--- src/rtl/ro_scan_scheduler.sv ---
// Ring-oscillator scan sequencer: settle, gate, capture, then
// send a 3-byte frame {hdr, cnt_hi, cnt_lo} per enabled channel.
module ro_scan_scheduler #(
  parameter int CW            = 16,
  parameter int SETTLE_CYCLES = 16,
  parameter int GATE_CYCLES   = 10000
) (
  input  logic          clk1,
  input  logic          rst_n,
  input  logic          ena,
  input  logic          start,
  input  logic          continuous,
  input  logic [3:0]    chan_mask,
  input  logic [CW-1:0] count,
  input  logic          tx_busy,
  output logic [1:0]    osc_sel,
  output logic          osc_en,
  output logic          cnt_clr,
  output logic          cnt_en,
  output logic          tx_start,
  output logic [7:0]    tx_data,
  output logic          busy,
  output logic          done,
  output logic [CW-1:0] last_count
);

  localparam int MAXC =
    (GATE_CYCLES > SETTLE_CYCLES) ?
    GATE_CYCLES : SETTLE_CYCLES;
  localparam int TW = $clog2(MAXC + 1);
  localparam logic [TW-1:0] SET_LAST =
    TW'(SETTLE_CYCLES - 1);
  localparam logic [TW-1:0] GATE_LAST =
    TW'(GATE_CYCLES - 1);

  typedef enum logic [3:0] {
    S_IDLE,
    S_SETTLE,
    S_CLEAR,
    S_GATE,
    S_CAPTURE,
    S_TX_ISSUE,
    S_TX_ACK,
    S_TX_WAIT,
    S_NEXT
  } state_t;

  state_t        state_q, state_d;
  logic [TW-1:0] tmr_q;
  logic [1:0]    chan_q, chan_d;
  logic [3:0]    mask_q;
  logic [1:0]    bidx_q;

  logic [1:0] first_start;
  logic [1:0] first_q;
  logic [1:0] nxt_chan;
  logic       nxt_found;
  logic [7:0] frame_byte;

  always_comb begin
    first_start = 2'd0;
    first_q     = 2'd0;
    nxt_chan    = chan_q;
    nxt_found   = 1'b0;
    for (int i = 3; i >= 0; i--) begin
      if (chan_mask[i]) first_start = 2'(i);
      if (mask_q[i]) first_q = 2'(i);
      if (mask_q[i] && i > int'(chan_q)) begin
        nxt_chan  = 2'(i);
        nxt_found = 1'b1;
      end
    end
  end

  always_comb begin
    unique case (bidx_q)
      2'd0:    frame_byte = {4'hA, 2'b00, chan_q};
      2'd1:    frame_byte = last_count[15:8];
      2'd2:    frame_byte = last_count[7:0];
      default: frame_byte = 8'h00;
    endcase
  end

  always_comb begin
    state_d  = state_q;
    chan_d   = chan_q;
    osc_en   = 1'b0;
    cnt_clr  = 1'b0;
    cnt_en   = 1'b0;
    tx_start = 1'b0;
    tx_data  = 8'h00;
    done     = 1'b0;
    unique case (state_q)
      S_IDLE: begin
        if (start && chan_mask != 4'd0) begin
          state_d = S_SETTLE;
          chan_d  = first_start;
        end
      end
      S_SETTLE: begin
        osc_en = 1'b1;
        if (tmr_q == SET_LAST) state_d = S_CLEAR;
      end
      S_CLEAR: begin
        osc_en  = 1'b1;
        cnt_clr = 1'b1;
        state_d = S_GATE;
      end
      S_GATE: begin
        osc_en = 1'b1;
        cnt_en = 1'b1;
        if (tmr_q == GATE_LAST) state_d = S_CAPTURE;
      end
      S_CAPTURE: state_d = S_TX_ISSUE;
      S_TX_ISSUE: begin
        if (!tx_busy) begin
          tx_start = 1'b1;
          tx_data  = frame_byte;
          state_d  = S_TX_ACK;
        end
      end
      S_TX_ACK: begin
        if (tx_busy) state_d = S_TX_WAIT;
      end
      S_TX_WAIT: begin
        if (!tx_busy)
          state_d = (bidx_q == 2'd2) ?
                    S_NEXT : S_TX_ISSUE;
      end
      S_NEXT: begin
        if (nxt_found) begin
          chan_d  = nxt_chan;
          state_d = S_SETTLE;
        end else if (continuous) begin
          chan_d  = first_q;
          state_d = S_SETTLE;
        end else begin
          done    = 1'b1;
          state_d = S_IDLE;
        end
      end
      default: state_d = S_IDLE;
    endcase
    // Abort: nothing new leaves the block this cycle.
    if (!ena) begin
      state_d  = S_IDLE;
      chan_d   = chan_q;
      tx_start = 1'b0;
      tx_data  = 8'h00;
      done     = 1'b0;
    end
  end

  always_ff @(posedge clk1) begin
    if (!rst_n) begin
      state_q    <= S_IDLE;
      tmr_q      <= '0;
      chan_q     <= 2'd0;
      mask_q     <= 4'd0;
      bidx_q     <= 2'd0;
      last_count <= '0;
    end else begin
      state_q <= state_d;
      chan_q  <= chan_d;
      tmr_q   <= (state_d != state_q) ?
                 '0 : tmr_q + TW'(1);
      if (state_q == S_IDLE && state_d == S_SETTLE)
        mask_q <= chan_mask;
      if (state_q == S_CAPTURE && ena) begin
        last_count <= count;
        bidx_q     <= 2'd0;
      end else if (state_q == S_TX_WAIT &&
                   state_d == S_TX_ISSUE) begin
        bidx_q <= bidx_q + 2'd1;
      end
    end
  end

  assign osc_sel = chan_q;
  assign busy    = (state_q != S_IDLE);

endmodule
--- config.mk ---
export PLATFORM = sky130hd
export DESIGN_NAME = ro_scan_scheduler
export DESIGN_NICKNAME = d
export VERILOG_FILES = /design/src/rtl/ro_scan_scheduler.sv
export SDC_FILE = /design/constraint.sdc
export NUM_CORES = 1
export LEC_CHECK = 0
export BUFFER_PORTS_ARGS = -buffer_cell sky130_fd_sc_hd__buf_2
export CORE_MARGIN = 2
export CORE_UTILIZATION = 48
export DETAILED_ROUTE_END_ITERATION = 10
export HOLD_SLACK_MARGIN = 0.05
export PLACE_DENSITY = 0.86
export SLEW_MARGIN = 20
export SYNTH_ARGS = -nofsm -noshare
export SYNTH_HDL_FRONTEND = slang
export SYNTH_SLANG_ARGS = --single-unit
export TNS_END_PERCENT = 20
--- constraint.sdc ---
create_clock -name clk1 -period 2.15 [get_ports clk1]
set_input_delay 0.215 -clock clk1 [delete_from_list [all_inputs] [get_ports clk1]]
set_output_delay 0.215 -clock clk1 [all_outputs]
set_load 0.01 [all_outputs]
==> results.py, run 1 <==
metrics = {
    "global_routing": {
        "grt_use_total_pct": 21.91,
        "grt_max_degree": 25,
        "grt_pass1_vias": 2061,
        "antenna_found_initial": 0,
        "gr-total-overflow": 0,
        "grt_pass1_wl_mm": 9.363,
    },
    "drt": {
        "wirelength_mm": 5.848,
        "vias_per_cell": 5.563,
        "antenna_left": 0,
        "wire_per_inst_um": 14.26,
        "first_iter_violations": 177,
        "first_pass_iters": 5,
        "drc": 0,
        "vias": 2281,
    },
    "layout": {
        "area.sequential_um2": 844.6,
        "multiInputGateArea_um2": 1424,
        "layout-drive-gt1-share_pct": 28.86,
        "fill_cells": 424,
        "syn2layout_area_growth_pct": 20.76,
        "final_cells": 410,
        "n_antenna_cell": 0,
        "fin_nets": 374,
    },
    "yosys": {
        "avgSynthCellArea_um2": 8.325,
        "ys_seq_area_share_pct": 35.31,
        "syn_inst": 286,
        "syn-num-nets": 317,
        "synth_most_common_cell": "nand2_1",
        "synth_common_cells": "nand2_1 (48), dfxtp_1 (42), nor2_1 (25)",
        "yosysWarnings": 0,
        "synthTopCellsByArea": "dfxtp_1 (35%), nand2_1 (7.6%), nor3_2 (5.5%)",
        "yosys.area.top_type_share_pct": 35.31,
        "synth.distinct_cells": 50,
        "synthFlopType": "dfxtp_1",
        "synth_edf_count": 0,
        "yosysTopAreaCell": "dfxtp_1",
        "syn_area_um2": 2381,
        "async_flop_share_pct": 0,
        "synth.ff_latch_count": 42,
    },
    "placement": {
        "place_hpwl_mm": 4.225,
        "place_congestion": 0.9030,
        "placed_cells": 403,
        "placement.io_buffers": 57,
    },
    "pwr": {
        "sw_frac_of_total_pct": 23.35,
        "total_power_mw": 1.622,
        "intPower_mw": 1.243,
        "power.leakage_nw": 1.191,
        "power.clock.fraction_pct": 39.7,
        "pwr-share-seq_pct": 50.1,
        "pwr-share-comb_pct": 10.2,
        "irDropWorstVdd_mv": 0.3069,
        "p_sw_mw": 0.3789,
        "power_density_nw_per_um2": 564.2,
    },
    "worst_setup_path": {
        "crit_slowest_cell": "dfxtp_2",
        "crit_chain": "inv_1 > ha_1 > and4b_1 > nand3b_1 > o21ai_0 > a31oi_1 > a311o_1 > buf_12 > nor3b_1",
        "crit_path_max_fanout": 14,
        "worstPathRequired_ns": 2.37,
        "r2r_slack_ns": 0.13,
        "worstSetupStartpoint": "bidx_q[0]",
        "crit_cells": 9,
        "worst-path-buf-inv": 2,
        "cp_top_family": "compound AO/OA/AOI/OAI gates",
        "cp-start-kind": "flop",
        "cp-end-kind": "flop",
        "crit_type": "flop to flop",
        "crit_end": "tmr_q[1]",
        "max_stage_delay_ns": 0.37,
        "cp.arrival_ns": 2.24,
        "rr_worst_depth": 9,
        "r2r_end": "tmr_q[1]",
        "timing.rr.start": "bidx_q[0]",
    },
    "timing": {
        "finalSetupViolCount": 0,
        "rsz0062_at_grt": "no",
        "fin_crit_ns": 2.019,
        "period_share_pct": 93.93,
        "tightestPinTransition_ns": 0.5639,
        "fmax_mhz": 495.2,
        "fin_tns_setup_ns": 0,
        "fin_skew_ns": 0.006228,
        "relSlewSlack_pct": 62.32,
        "finalHoldViolations": 0,
        "maxSlewViolCount": 0,
    },
    "die": {
        "fp.dieW_um": 74.43,
        "die_h_um": 74.43,
        "initial_utilization_pct": 50.08,
        "rows": 25,
        "io_pins": 58,
        "die_area_um2": 5540,
        "core-area_um2": 4755,
    },
    "clock_tree": {
        "clkTransAtPathRegs_ns": 0.08,
        "clockRootBuffer": "clkbuf_8",
        "cts_num_sinks": 42,
        "cts_buffers": 5,
        "clk_latency_ns": 0.30,
        "tritoncts": "yes",
        "cts_setup_buffers": 0,
        "htree_levels": 2,
        "clockBufferDepth": 2,
    },
    "worst_hold_path": {
        "worstHoldPathType": "input pin to flop",
    },
    "run": {
        "cap_viol_max_count": 0,
    },
    "outcome": {
        "outcome": "finished, final reports clean",
    },
}
[how the worst min path moves through the flow]
stage                   startpoint             end  slack, ns  depth (start not counted)
floorplan                count[13]  last_count[13]       0.35                          2
global placement    last_count[13]  last_count[13]       0.46                          2
detailed placement       count[13]  last_count[13]       0.46                          3
CTS                      count[13]  last_count[13]       0.15                          3
global route             count[10]  last_count[10]       0.17                          3
finish                   count[13]  last_count[13]       0.15                          3
[layout by cell type (no fill, tap or decap), types with 6 or more instances in the layout]
cell       n
buf_2     57
nand2_1   48
dfxtp_1   39
nor2_1    25
nor3_2    13
a21boi_0  13
inv_1     10
buf_4      9
xnor2_1    8
and3_1     7
a21oi_1    7
nor3_1     6
mux2i_1    6
nor2b_1    6
xor2_1     6
clkbuf_8   6
[state kept, by name (all words and copies together) (netlist names)]
name and flops:
state_q 4, mask_q 4, osc_sel 2, tmr_q 14, bidx_q 2, last_count 16
[repair_timing]
action / in CTS / in global routing
gates resized for setup: 2 / 5
hold buffers: 0 / 0
endpoints found under the setup margin: 8 / 14
[per-layer routing]
| layer | track usage [%] | wire length [µm] |
|---|---|---|
| met1 | 28.42 | 2507 |
| met5 | 0 | 0 |
| met4 | 10.52 | 121 |
| met3 | 3.252 | 351 |
| met2 | 35.79 | 2867 |
[stage by stage]
step | setup WS, ns | hold WS [ns] | area (µm²) | util (%)
floorplan | 0.05261 | 0.3499 | 2381 | -
global placement | 0.1539 | 0.4560 | 2740 | 57.63
detailed placement | 0.1077 | 0.4640 | 2740 | 57.63
CTS | 0.07096 | 0.1466 | 2856 | 60.08
global route | 0.03538 | 0.1662 | 2875 | 60.47
finish | 0.1305 | 0.1460 | 2875 | 60.47
[worst min-delay path, cell delays in order]
cell	delay [ns]
buf_2	0.09
nand2_1	0.04
a21boi_1	0.05
[final cells by class]
type                       instances  share of cell area [%]
clock buffer                       6                   2.872
clock inverter                     1                   1.044
inverter                          10                   1.305
multi-input combinational        217                   49.52
sequential                        42                   29.37
tap                               67                   2.916
timing repair buffer              67                   12.97
[cells by family (layout without fill, tap and decap cells)]
group	Yosys count	in the layout	synth area share (%)
muxes	6	6	2.522
buffers and inverters	27	84	5.675
xor gates and xnor gates	14	14	5.150
AOI/OAI and AO/OA	52	52	17.13
DFF	42	42	35.31
adders and majority gates	5	5	2.627
and+or+nand+nor	140	140	31.58
[power by group through the flow]
stage | clock (mW) | combinational (mW) | sequential [mW]
CTS | 0.651 | 0.162 | 0.813
finish | 0.644 | 0.165 | 0.813
detailed placement | 0 | 0.161 | 0.831
floorplan | 0 | 0.104 | 0.827
global route | 0.673 | 0.184 | 0.816
global placement | 0 | 0.157 | 0.830
Note: power is estimated with default switching activity, not from simulation.
==> run 2, diff against run 1 <==
clock period = 1.75 ns   (was 2.15 ns; I/O delays follow)
==> results.py, run 2 (synthesized netlist as in run 1, its figures left out) <==
metrics = {
    "worst_setup_path": {
        "cp.arrival_ns": 2.34,
        "r2r_slack_ns": -0.40,
        "crit_slowest_cell": "dfxtp_4",
        "crit_type": "flop to flop",
        "rr_worst_depth": 7,
        "worstPathRequired_ns": 1.93,
        "cp-start-kind": "flop",
        "crit_chain": "nor4bb_2 > nand4_1 > and3_1 > a31oi_1 > a311o_1 > clkbuf_16 > nor3_4",
        "cp-end-kind": "flop",
        "max_stage_delay_ns": 0.47,
        "crit_path_max_fanout": 14,
    },
    "drt": {
        "drc": 0,
        "vias_per_cell": 6.013,
        "first_pass_iters": 6,
        "vias": 2808,
        "first_iter_violations": 335,
        "wirelength_mm": 9.031,
        "antenna_left": 0,
        "wire_per_inst_um": 19.34,
    },
    "global_routing": {
        "grt_max_degree": 26,
        "grt_use_total_pct": 30.58,
        "antenna_found_initial": 0,
        "gr-total-overflow": 0,
        "grt_pass1_vias": 2660,
        "grt_pass1_wl_mm": 12.89,
    },
    "placement": {
        "place_congestion": 0.9290,
        "place_hpwl_mm": 5.004,
        "dpl_worst_slack_ns": -0.3464,
        "placed_cells": 452,
        "place_area_um2": 3142,
        "placement.io_buffers": 57,
    },
    "die": {
        "die_area_um2": 5540,
        "fp.dieW_um": 74.43,
        "io_pins": 58,
        "core-area_um2": 4755,
        "initial_utilization_pct": 50.08,
        "die_h_um": 74.43,
        "rows": 25,
    },
    "clock_tree": {
        "cts_num_sinks": 42,
        "clockRootBuffer": "clkbuf_8",
        "ctsHoldBuffers": 0,
        "clkTransAtPathRegs_ns": 0.08,
        "htree_levels": 2,
        "cts_buffers": 5,
        "tritoncts": "yes",
        "clockBufferDepth": 2,
        "clk_latency_ns": 0.30,
    },
    "timing": {
        "fmax_mhz": 464.2,
        "setup_ws_ns": -0.4041,
        "maxSlewViolCount": 0,
        "relSlewSlack_pct": 65.01,
        "finalSetupViolCount": 30,
        "period_share_pct": 123.1,
        "tightestPinTransition_ns": 0.5209,
        "finalHoldViolations": 0,
        "holdWs_ns": 0.1044,
        "fin_skew_ns": 0.008661,
        "rsz0062_at_grt": "yes",
        "fin_tns_setup_ns": -6.650,
        "fin_crit_ns": 2.154,
    },
    "outcome": {
        "outcome": "finished, violations left",
        "violations": "setup timing",
    },
    "layout": {
        "stdcell_area_um2": 3537,
        "largest-register": "last_count",
        "layout.cells.most_common_list": "buf_2 (57), buf_4 (57), nand2_1 (48), dfxtp_1 (36), nor2_1 (21)",
        "n_antenna_cell": 0,
        "fin_nets": 430,
        "largest_register_ffs": 16,
        "layout-drive-gt1-share_pct": 46.75,
        "syn2layout_area_growth_pct": 48.55,
        "reg_top3": "last_count: 16 flops, tmr_q: 14 flops",
        "final_cells": 467,
        "fin_util_pct": 74.39,
        "fill_cells": 319,
    },
    "pwr": {
        "power.leakage_nw": 1.499,
        "irDropWorstVdd_mv": 0.4184,
        "total_power_mw": 1.974,
        "power_density_nw_per_um2": 558.2,
    },
    "worst_hold_path": {
        "hold_path_depth": 3,
        "worstHoldPathType": "input pin to flop",
    },
    "run": {
        "cap_viol_max_count": 0,
    },
}
-- run 2: worst max-delay path, delay by kind of cell, from the launching register on --
kind / cells / cell delay, ns
AND/OR/NAND/NOR: 4 / 0.83
buffers and inverters: 1 / 0.23
AO/OA/AOI/OAI: 2 / 0.50
flip-flops: 1 / 0.47
-- run 2: area by class of cell --
| class | count | area [µm²] | area share (%) |
|---|---|---|---|
| clock buffer | 7 | 86.33 | 2.441 |
| multi-input combinational | 218 | 1633 | 46.16 |
| inverter | 10 | 37.54 | 1.061 |
| clock inverter | 1 | 5.005 | 0.1415 |
| sequential | 42 | 853.3 | 24.12 |
| timing repair buffer | 122 | 838.3 | 23.70 |
| tap | 67 | 83.83 | 2.370 |
-- run 2: final timing paths --
check,from,endpoint
max,state_q[0],tmr_q[13]
min,count[14],last_count[14]
max reg2reg,state_q[0],tmr_q[13]
min reg2reg,last_count[0],last_count[0]
-- run 2: routing by layer --
layer  track usage (%)  share of wire (%)  vias to the layer above
met1             35.42                 38                     1318
li1                  -                  -                     1226
met2             52.90                 48                      202
met4             15.87                5.5                        0
met3             6.504                8.2                       62
met5                 0                  0                        -
-- run 2: repair_timing --
| item | 4_1_cts | 5_1_grt |
|---|---|---|
| pin swaps | 18 | 16 |
| buffers inserted | 3 | 2 |
| endpoints found under the hold margin | 0 | 0 |
| gates resized for setup | 35 | 15 |
| cloned | 0 | 2 |
| setup endpoints to repair | 32 | 32 |
-- run 2: power by group --
group	leakage, nW	switching, mW	internal (mW)
Combinational	1.11	0.160	0.166
Sequential	0.343	0.0189	0.973
Clock	0.0482	0.339	0.319
==> run 3, diff against run 2 <==
PLACE_DENSITY = 0.76   (was 0.86)
==> results.py, run 3 (synthesized netlist as in run 1, its figures left out) <==
metrics = {
    "outcome": {
        "outcome": "finished, violations left",
        "violations": "setup timing",
    },
    "timing": {
        "fin_tns_setup_ns": -2.478,
        "relSlewSlack_pct": 72.55,
        "finalHoldViolations": 0,
        "maxSlewViolCount": 0,
        "rsz0062_at_grt": "yes",
        "finalSetupViolCount": 23,
        "holdWs_ns": 0.1186,
        "period_share_pct": 109.9,
        "setup_ws_ns": -0.1727,
        "fin_skew_ns": 0.006723,
        "fin_crit_ns": 1.923,
        "tightestPinTransition_ns": 0.4080,
        "fmax_mhz": 520.1,
    },
    "pwr": {
        "irDropWorstVdd_mv": 0.4234,
        "sw_frac_of_total_pct": 24.25,
        "power_density_nw_per_um2": 576.1,
        "pwr-share-seq_pct": 51.9,
        "p_sw_mw": 0.4634,
        "pwr-share-comb_pct": 15.0,
        "total_power_mw": 1.911,
        "power.clock.fraction_pct": 33.1,
        "intPower_mw": 1.447,
        "power.leakage_nw": 1.443,
    },
    "layout": {
        "fin_util_pct": 69.76,
        "layout.cells.most_common_list": "buf_4 (58), buf_2 (57), nand2_1 (47), dfxtp_1 (37), nor2_1 (24)",
        "final_cells": 461,
        "fin_nets": 424,
        "largest-register": "last_count",
        "n_antenna_cell": 0,
        "layout.cells.most_common": "buf_4",
        "layout-drive-gt1-share_pct": 41.62,
        "largest_register_ffs": 16,
        "reg_top3": "last_count: 16 flops, tmr_q: 14 flops",
        "fill_cells": 385,
        "syn2layout_area_growth_pct": 39.31,
    },
    "placement": {
        "placement.io_buffers": 57,
        "place_congestion": 0.8242,
        "placed_cells": 453,
        "place_hpwl_mm": 4.584,
    },
    "die": {
        "fp.dieW_um": 74.43,
        "initial_utilization_pct": 50.08,
        "die_h_um": 74.43,
        "die_area_um2": 5540,
        "core-area_um2": 4755,
        "rows": 25,
        "io_pins": 58,
    },
    "clock_tree": {
        "cts_num_sinks": 42,
        "clockRootBuffer": "clkbuf_8",
        "cts_buffers": 5,
        "cts_setup_buffers": 0,
        "clk_latency_ns": 0.29,
        "htree_levels": 2,
        "clkTransAtPathRegs_ns": 0.08,
        "tritoncts": "yes",
        "clockBufferDepth": 2,
    },
    "worst_setup_path": {
        "crit_path_max_fanout": 14,
        "cp-start-kind": "flop",
        "worstPathRequired_ns": 1.97,
        "cp.arrival_ns": 2.14,
        "cp-end-kind": "flop",
        "crit_type": "flop to flop",
    },
    "drt": {
        "wirelength_mm": 6.058,
        "antenna_left": 0,
        "vias_per_cell": 5.191,
        "drc": 0,
        "wire_per_inst_um": 13.14,
        "first_iter_violations": 140,
        "vias": 2393,
        "first_pass_iters": 4,
    },
    "run": {
        "cap_viol_max_count": 0,
    },
    "global_routing": {
        "grt_use_total_pct": 22.62,
        "grt_max_degree": 26,
        "gr-total-overflow": 0,
        "grt_pass1_vias": 2251,
        "antenna_found_initial": 0,
        "grt_pass1_wl_mm": 9.804,
    },
    "worst_hold_path": {
        "worstHoldPathType": "input pin to flop",
    },
}
[run 3: worst paths after layout]
check / startpoint / to / slack, ns / cells after the start
worst min-delay path: count[8] / last_count[8] / 0.12 / 3
worst max-delay path: bidx_q[0] / tmr_q[13] / -0.17 / 9
worst max register to register: bidx_q[0] / tmr_q[13] / -0.17 / 9
worst min register to register: last_count[1] / last_count[1] / 0.47 / 2
[run 3: cell type report]
cell class / count / area [µm²] / share of cell area (%)
inverter: 10 / 37.54 / 1.132
timing repair buffer: 117 / 760.7 / 22.93
tap: 67 / 83.83 / 2.527
sequential: 42 / 849.6 / 25.61
clock buffer: 7 / 86.33 / 2.603
multi-input combinational: 217 / 1494 / 45.04
clock inverter: 1 / 5.005 / 0.1509
[run 3: power groups by stage]
| stage | logic, mW | registers (mW) | clock network [mW] |
|---|---|---|---|
| floorplan | 0.133 | 1.02 | 0 |
| global route | 0.316 | 0.995 | 0.691 |
| detailed placement | 0.276 | 1.01 | 0 |
| CTS | 0.283 | 0.991 | 0.647 |
| global placement | 0.273 | 1.01 | 0 |
| finish | 0.286 | 0.992 | 0.633 |
[run 3: worst max-delay path: stages (launching register included)]
cell      delay (ns)
dfxtp_2         0.33
inv_2           0.07
ha_4            0.13
nand2b_4        0.12
o221ai_2        0.09
and2_4          0.15
o31a_1          0.28
a311o_1         0.36
buf_12          0.17
nor3_2          0.15
[run 3: through the flow]
| step | instance area [µm²] | setup slack (ns) |
|---|---|---|
| floorplan | 2431 | -0.1414 |
| global placement | 3162 | -0.1738 |
| detailed placement | 3162 | -0.2018 |
| CTS | 3288 | -0.1853 |
| global route | 3317 | -0.2982 |
| finish | 3317 | -0.1727 |
[run 3: repair_timing]
action,4_1_cts,5_1_grt
endpoints found under the hold margin,0,0
hold buffers,0,0
pin swaps,6,2
resized for setup,10,8
endpoints found under the setup margin,28,40
[run 3: per-layer routing]
metal	vias to the layer above	GRT usage, %	wire length, µm
li1	1215	-	-
met1	1112	29.92	2753
met2	52	37.46	2926
met3	14	3.659	258
met4	0	7.937	120
met5	-	0	0
